===== config.mk =====
export PLATFORM = sky130hd
export DESIGN_NAME = biss_c_frame_rx
export DESIGN_NICKNAME = d
export VERILOG_FILES = /design/src/rtl/biss_c_frame_rx.sv
export SDC_FILE = /design/constraint.sdc
export NUM_CORES = 1
export LEC_CHECK = 0
export CELL_PAD_IN_SITES_DETAIL_PLACEMENT = 1
export CELL_PAD_IN_SITES_GLOBAL_PLACEMENT = 2
export CORE_MARGIN = 1.5
export CORE_UTILIZATION = 35
export CTS_BUF_LIST = sky130_fd_sc_hd__clkbuf_8
export DETAILED_ROUTE_END_ITERATION = 10
export PLACE_DENSITY_LB_ADDON = 0.25
export SLEW_MARGIN = 15
export SYNTH_ARGS = -nofsm -noshare
export SYNTH_HDL_FRONTEND = slang
export SYNTH_SLANG_ARGS = --single-unit
export TNS_END_PERCENT = 100

===== constraint.sdc =====
create_clock -name CLK -period 2.6 [get_ports CLK]
set_input_delay 0.78 -clock CLK [delete_from_list [all_inputs] [get_ports CLK]]
set_output_delay 0.78 -clock CLK [all_outputs]
set_load 0.05 [all_outputs]

===== src/rtl/biss_c_frame_rx.sv =====
// BiSS-C master frame engine: drives MA, samples SLO, splits the single-cycle
// frame into fields and feeds the CRC-covered bits to the external CRC unit.
module biss_c_frame_rx #(
   parameter int CLK_DIV        = 25,
   parameter int DATA_BITS      = 26,
   parameter int TIMEOUT_CYCLES = 4000
) (
   input  logic                 CLK,
   input  logic                 RST,
   input  logic                 START,
   input  logic                 SLO,
   output logic                 MA,
   output logic                 CRC_CLEAR,
   output logic                 BIT_VAL,
   output logic                 BIT_STRB,
   input  logic [5:0]           CRC_IN,
   output logic [DATA_BITS-1:0] POS_DATA,
   output logic                 ERR_N,
   output logic                 WARN_N,
   output logic                 CRC_OK,
   output logic                 DATA_VALID,
   output logic                 TIMEOUT_ERR,
   output logic                 BUSY
);

   localparam int DIV_W = $clog2(CLK_DIV);
   localparam int WD_W  = $clog2(TIMEOUT_CYCLES + 1);

   localparam logic [3:0] S_IDLE       = 4'd0;
   localparam logic [3:0] S_WAIT_ACK   = 4'd1;
   localparam logic [3:0] S_WAIT_START = 4'd2;
   localparam logic [3:0] S_CDS        = 4'd3;
   localparam logic [3:0] S_DATA       = 4'd4;
   localparam logic [3:0] S_ERRW       = 4'd5;
   localparam logic [3:0] S_CRC        = 4'd6;
   localparam logic [3:0] S_CHECK      = 4'd7;
   localparam logic [3:0] S_WAIT_IDLE  = 4'd8;

   logic [3:0]           state_q, state_d;
   logic [DIV_W-1:0]     div_q, div_d;
   logic                 ma_q, ma_d;
   logic                 ma_run_q, ma_run_d;
   logic                 slo_s1_q, slo_sync_q;
   logic [5:0]           bit_cnt_q, bit_cnt_d;
   logic [WD_W-1:0]      wdog_q, wdog_d;
   logic [DATA_BITS-1:0] pos_sh_q, pos_sh_d;
   logic [1:0]           errw_sh_q, errw_sh_d;
   logic [5:0]           crc_rx_q, crc_rx_d;
   logic                 busy_q, busy_d;
   logic                 crc_clear_q, crc_clear_d;
   logic                 bit_val_q, bit_val_d;
   logic                 bit_strb_q, bit_strb_d;
   logic [DATA_BITS-1:0] pos_data_q, pos_data_d;
   logic                 err_n_q, err_n_d;
   logic                 warn_n_q, warn_n_d;
   logic                 crc_ok_q, crc_ok_d;
   logic                 data_valid_q, data_valid_d;
   logic                 timeout_err_q, timeout_err_d;

   logic div_last, sample_tick, wd_hit;

   assign div_last    = (div_q == DIV_W'(CLK_DIV - 1));
   // Sampling happens on the MA low->high transition, the edge the slave's data is valid for.
   assign sample_tick = ma_run_q && !ma_q && div_last;
   assign wd_hit      = (wdog_q == WD_W'(TIMEOUT_CYCLES - 1));

   always_comb begin
      state_d       = state_q;
      div_d         = div_q;
      ma_d          = ma_q;
      ma_run_d      = ma_run_q;
      bit_cnt_d     = bit_cnt_q;
      pos_sh_d      = pos_sh_q;
      errw_sh_d     = errw_sh_q;
      crc_rx_d      = crc_rx_q;
      busy_d        = busy_q;
      crc_clear_d   = 1'b0;
      bit_val_d     = bit_val_q;
      bit_strb_d    = 1'b0;
      pos_data_d    = pos_data_q;
      err_n_d       = err_n_q;
      warn_n_d      = warn_n_q;
      crc_ok_d      = crc_ok_q;
      data_valid_d  = 1'b0;
      timeout_err_d = 1'b0;

      if (ma_run_q) begin
         if (div_last) begin
            div_d = '0;
            ma_d  = ~ma_q;
         end else begin
            div_d = div_q + DIV_W'(1);
         end
      end

      wdog_d = '0;
      if (state_q == S_WAIT_ACK || state_q == S_WAIT_START || state_q == S_WAIT_IDLE)
         wdog_d = wdog_q + WD_W'(1);

      case (state_q)
         S_IDLE: begin
            if (START) begin
               crc_clear_d = 1'b1;
               busy_d      = 1'b1;
               ma_run_d    = 1'b1;
               ma_d        = 1'b1;
               div_d       = '0;
               state_d     = S_WAIT_ACK;
            end
         end
         S_WAIT_ACK, S_WAIT_START: begin
            if (wd_hit) begin
               timeout_err_d = 1'b1;
               ma_run_d      = 1'b0;
               ma_d          = 1'b1;
               div_d         = '0;
               wdog_d        = '0;
               state_d       = S_WAIT_IDLE;
            end else if (sample_tick) begin
               if (state_q == S_WAIT_ACK && !slo_sync_q)
                  state_d = S_WAIT_START;
               else if (state_q == S_WAIT_START && slo_sync_q)
                  state_d = S_CDS;
            end
         end
         S_CDS: begin
            if (sample_tick) begin
               bit_cnt_d = '0;
               state_d   = S_DATA;
            end
         end
         S_DATA: begin
            if (sample_tick) begin
               pos_sh_d   = {pos_sh_q[DATA_BITS-2:0], slo_sync_q};
               bit_val_d  = slo_sync_q;
               bit_strb_d = 1'b1;
               if (bit_cnt_q == 6'(DATA_BITS - 1)) begin
                  bit_cnt_d = '0;
                  state_d   = S_ERRW;
               end else begin
                  bit_cnt_d = bit_cnt_q + 6'd1;
               end
            end
         end
         S_ERRW: begin
            if (sample_tick) begin
               errw_sh_d  = {errw_sh_q[0], slo_sync_q};
               bit_val_d  = slo_sync_q;
               bit_strb_d = 1'b1;
               if (bit_cnt_q == 6'd1) begin
                  bit_cnt_d = '0;
                  state_d   = S_CRC;
               end else begin
                  bit_cnt_d = bit_cnt_q + 6'd1;
               end
            end
         end
         S_CRC: begin
            if (sample_tick) begin
               crc_rx_d = {crc_rx_q[4:0], slo_sync_q};
               if (bit_cnt_q == 6'd5) begin
                  // Last bit: MA is rising on this edge anyway; park it high.
                  ma_run_d  = 1'b0;
                  ma_d      = 1'b1;
                  div_d     = '0;
                  bit_cnt_d = '0;
                  state_d   = S_CHECK;
               end else begin
                  bit_cnt_d = bit_cnt_q + 6'd1;
               end
            end
         end
         S_CHECK: begin
            // The settle cycles give the CRC unit time to absorb the final strobe.
            if (bit_cnt_q == 6'd2) begin
               pos_data_d   = pos_sh_q;
               err_n_d      = errw_sh_q[1];
               warn_n_d     = errw_sh_q[0];
               crc_ok_d     = (CRC_IN == ~crc_rx_q);
               data_valid_d = 1'b1;
               bit_cnt_d    = '0;
               state_d      = S_WAIT_IDLE;
            end else begin
               bit_cnt_d = bit_cnt_q + 6'd1;
            end
         end
         S_WAIT_IDLE: begin
            if (slo_sync_q) begin
               busy_d  = 1'b0;
               state_d = S_IDLE;
            end else if (wd_hit) begin
               timeout_err_d = 1'b1;
               busy_d        = 1'b0;
               state_d       = S_IDLE;
            end
         end
         default: state_d = S_IDLE;
      endcase
   end

   always_ff @(posedge CLK) begin
      if (RST) begin
         state_q       <= S_IDLE;
         div_q         <= '0;
         ma_q          <= 1'b1;
         ma_run_q      <= 1'b0;
         // Synchroniser starts at the idle line level.
         slo_s1_q      <= 1'b1;
         slo_sync_q    <= 1'b1;
         bit_cnt_q     <= '0;
         wdog_q        <= '0;
         pos_sh_q      <= '0;
         errw_sh_q     <= '0;
         crc_rx_q      <= '0;
         busy_q        <= 1'b0;
         crc_clear_q   <= 1'b0;
         bit_val_q     <= 1'b0;
         bit_strb_q    <= 1'b0;
         pos_data_q    <= '0;
         err_n_q       <= 1'b0;
         warn_n_q      <= 1'b0;
         crc_ok_q      <= 1'b0;
         data_valid_q  <= 1'b0;
         timeout_err_q <= 1'b0;
      end else begin
         state_q       <= state_d;
         div_q         <= div_d;
         ma_q          <= ma_d;
         ma_run_q      <= ma_run_d;
         slo_s1_q      <= SLO;
         slo_sync_q    <= slo_s1_q;
         bit_cnt_q     <= bit_cnt_d;
         wdog_q        <= wdog_d;
         pos_sh_q      <= pos_sh_d;
         errw_sh_q     <= errw_sh_d;
         crc_rx_q      <= crc_rx_d;
         busy_q        <= busy_d;
         crc_clear_q   <= crc_clear_d;
         bit_val_q     <= bit_val_d;
         bit_strb_q    <= bit_strb_d;
         pos_data_q    <= pos_data_d;
         err_n_q       <= err_n_d;
         warn_n_q      <= warn_n_d;
         crc_ok_q      <= crc_ok_d;
         data_valid_q  <= data_valid_d;
         timeout_err_q <= timeout_err_d;
      end
   end

   assign MA          = ma_q;
   assign CRC_CLEAR   = crc_clear_q;
   assign BIT_VAL     = bit_val_q;
   assign BIT_STRB    = bit_strb_q;
   assign POS_DATA    = pos_data_q;
   assign ERR_N       = err_n_q;
   assign WARN_N      = warn_n_q;
   assign CRC_OK      = crc_ok_q;
   assign DATA_VALID  = data_valid_q;
   assign TIMEOUT_ERR = timeout_err_q;
   assign BUSY        = busy_q;

endmodule


==> impl_results.md <==
- Gp weighted congestion: between 0.8 and 0.9
- Post-Route Skew: ~0.014 ns
- Cell count after synthesis: 507
- Global-route wire length before repair: 16.9 mm
- CP cell instances: clkdlybuf4s50_1
- CTS root buf: clkbuf_8
- Slew Limit Fails: 0
- WP buf/inv: 1
- Detailed placement HPWL: about 6.7 mm
- Synth Area per Inst: 8.23 um^2
- Fillers: roughly 1400
- Routed vias: 3513
- Fin crit period: ~2.4 ns
- Number of global-route vias before repair: 3532
- Post-cts gate resize count: 0
- IO buf count: between 40 and 50
- Worst skew pair latency: around 0.39 ns
- Core Region: about 0.012 mm^2
- Final setup fails: 0
- Crit path launch type: flip-flop
- Peak VDD IR: 0.000298 V
- Max_cap viols: 0
- Syn_nets: between 500 and 600
- I/O Pins: 46
- Share of cells above drive strength 1: roughly 8%
- Multi-input logic area: about 0.0020 mm^2
- Fmax: between 400 and 500 MHz
- Drt first pass iters: 9
- Initial antenna violation count: 0
- Nets: around 560
- TNS Setup: 0 ns
- CTS tree: built
- Diodes inserted: 0
- DR iter-0 viols: 124
- Total GRT Usage: 16.5%
- Final WS setup: about 0.18 ns
- Largest net degree at the start of global routing: 60
- Vias per Instance: 5.05
- Final period util: between 90 and 100%
- Routed WL per cell: between 10 and 15 um
- Post-synth top area share: between 40% and 50%
- Slew at the pin with the worst max-slew slack: 0.596 ns
- Die ar.: 0.0126 mm^2
- Sequential cell area: roughly 0.0020 mm^2
- TritonCTS Sinks: 100
- Clk pwr share: about a third
- Die Width: between 100 and 150 um
- Sw frac: between 20 and 30%
- CP max-delay cell: clkdlybuf4s50_1
- Sequential area share after synthesis: 48.0%
- LEAKAGE: 0.00169 uW
- CP delay by family, top: buffers and inverters
- Setup Crit Path Kind: reg2out
- YS warnings: 0
- Crit path DAT: roughly 1.6 ns
- Async SR Flop Fraction: 0%
- P&R area growth vs syn: 19.7%
- Worst path required time: around 1.8 ns
- Post-place setup slack: 0.243 ns
- Failing checks: DRC
- Part of the power in combinational logic: between 10% and 20%
- Seq pwr share: slightly above 50%
- Status: complete, but fails checks
- Grt ovf: 0
- Setup bufs post-CTS: 0
- Slew HR: around 60%
- RSZ-0062 raised after global routing: no
- Area leader, netlist: dfxtp_1
- Post-route ant nets: 0
- PwrDens: around 640 mW/mm^2
- Area contributors post-synth: dfxtp_1 48%, nand2_1 12%, a21oi_1 7.8%, nor2_1 4.1%, mux2i_1 2.2%
- Fin util: 43.4%
- Fin. Hold Viols: 0
- Max FO, Critical Path: 4
- Initial Utilization: about 36%
- Synth cell types: 52
- Clock buffer depth: 2
- NetSw: between 900 and 1000 uW
- Post-Route WL: 9.70 mm
- H-tree levels: 3
- Post-CTS Hold Fix Bufs: 0
- Synth Flop Type: dfxtp_1
- Num CTS Buffers: 9
- Site row count: 39
- Cell Area, Synth: 0.00417 mm^2
- Worst-path clk slew: 0.11 ns
- Internal: between 2000 and 2500 uW
- Synthesis-stage register bit count: 100
- Drc violations: 2
- Critical path endpoint category: output port
- Die H: approximately 110 um
- Worst hold path class: reg2reg
- CP max stage delay: around 0.84 ns
- Number of synthesized flops with an enable pin: 0
[metal layers]
metal | wire length, um | up-vias | share of wire [%] | global-route usage [%]
li1 | - | 1778 | - | -
met4 | 200 | 0 | 2.1 | 7.59
met5 | 0 | - | 0 | 0
met2 | 4450 | 46 | 46 | 26.4
met3 | 331 | 14 | 3.4 | 3.24
met1 | 4720 | 1675 | 49 | 21.7
[through the flow]
stage	hold WS, ns	total power (uW)	instances	cell area, um^2
2_1_floorplan	0.389	2020	507	4170
3_3_place_gp	0.396	2130	679	4780
3_5_place_dp	0.402	2150	679	4780
4_1_cts	0.428	3230	695	4990
5_1_grt	0.445	3350	695	4990
6_report	0.424	3190	695	4990
[registers in the layout (all words and copies together), names as in the netlist, 2 cells and up]
name / cells
POS_DATA: 26
div_q: 5
errw_sh_q: 2
crc_rx_q: 6
wdog_q: 12
pos_sh_q: 26
state_q: 4
bit_cnt_q: 6
[power by group through the flow]
stage	Clock (uW)	Combinational [uW]	Sequential, uW
after global routing	1180	517	1650
after CTS	1120	474	1640
after global placement	0	459	1670
after detailed placement	0	471	1670
final	1080	467	1640
after floorplan	0	373	1650
[cells by family (layout without fill, tap and decap cells)]
family | Yosys count | after routing | synth area share (%)
compound gates | 91 | 91 | 12.7
xor+xnor | 20 | 20 | 4.20
fa+ha+maj | 7 | 7 | 2.04
buf+inv | 38 | 83 | 3.90
flops | 100 | 100 | 48.0
mux | 10 | 10 | 2.43
simple gates | 241 | 241 | 26.8
[Yosys cell counts (all sizes together) (4+ instances only)]
cell / count
nand2: 130
dfxtp: 100
a21oi: 65
nor2: 46
clkbuf: 18
nand3: 13
buf: 11
xnor2: 10
xor2: 10
inv: 9
mux2i: 9
nor3: 9
nand4: 8
nor2b: 7
a31oi: 6
ha: 6
nand2b: 6
o21ai: 6
nor4: 4
or2: 4
[path summary, 6_finish.rpt]
check / startpoint / end / slack (ns) / cells past startpoint
max: MA / MA / 0.18 / 1
min reg2reg: slo_s1_q / slo_sync_q / 0.42 / 1
min: slo_s1_q / slo_sync_q / 0.42 / 1
max reg2reg: wdog_q[0] / wdog_q[8] / 0.35 / 6
[cell type report]
type / instances / share of cell area (%)
Sequential cell: 100 / 40.1
Clock inverter: 6 / 1.58
Tap cell: 143 / 3.58
Clock buffer: 10 / 2.76
Timing Repair Buffer: 58 / 11.1
Inverter: 9 / 0.676
Multi-Input combinational cell: 369 / 40.2
[layout by cell type (no fill, tap or decap), drive strengths merged, types with 2 or more instances in the layout]
cell / synthesis / final
nor4: 4 / 4
xor2: 10 / 10
mux2i: 9 / 9
and3: 2 / 2
inv: 9 / 12
nor2: 46 / 46
clkinv: 0 / 2
or3: 2 / 2
clkbuf: 18 / 10
ha: 6 / 6
nor3: 9 / 9
and2: 2 / 2
o41ai: 3 / 3
or2: 4 / 4
xnor2: 10 / 10
nand2: 130 / 130
clkdlybuf4s50: 0 / 44
o2bb2ai: 2 / 2
buf: 11 / 14
a21oi: 65 / 65
nand2b: 6 / 6
dfxtp: 100 / 100
nand3: 13 / 13
o21ai: 6 / 6
nand3b: 2 / 2
or4: 2 / 2
a31oi: 6 / 6
nor2b: 7 / 7
nand4: 8 / 8
Note: power is estimated with default switching activity, not from simulation.
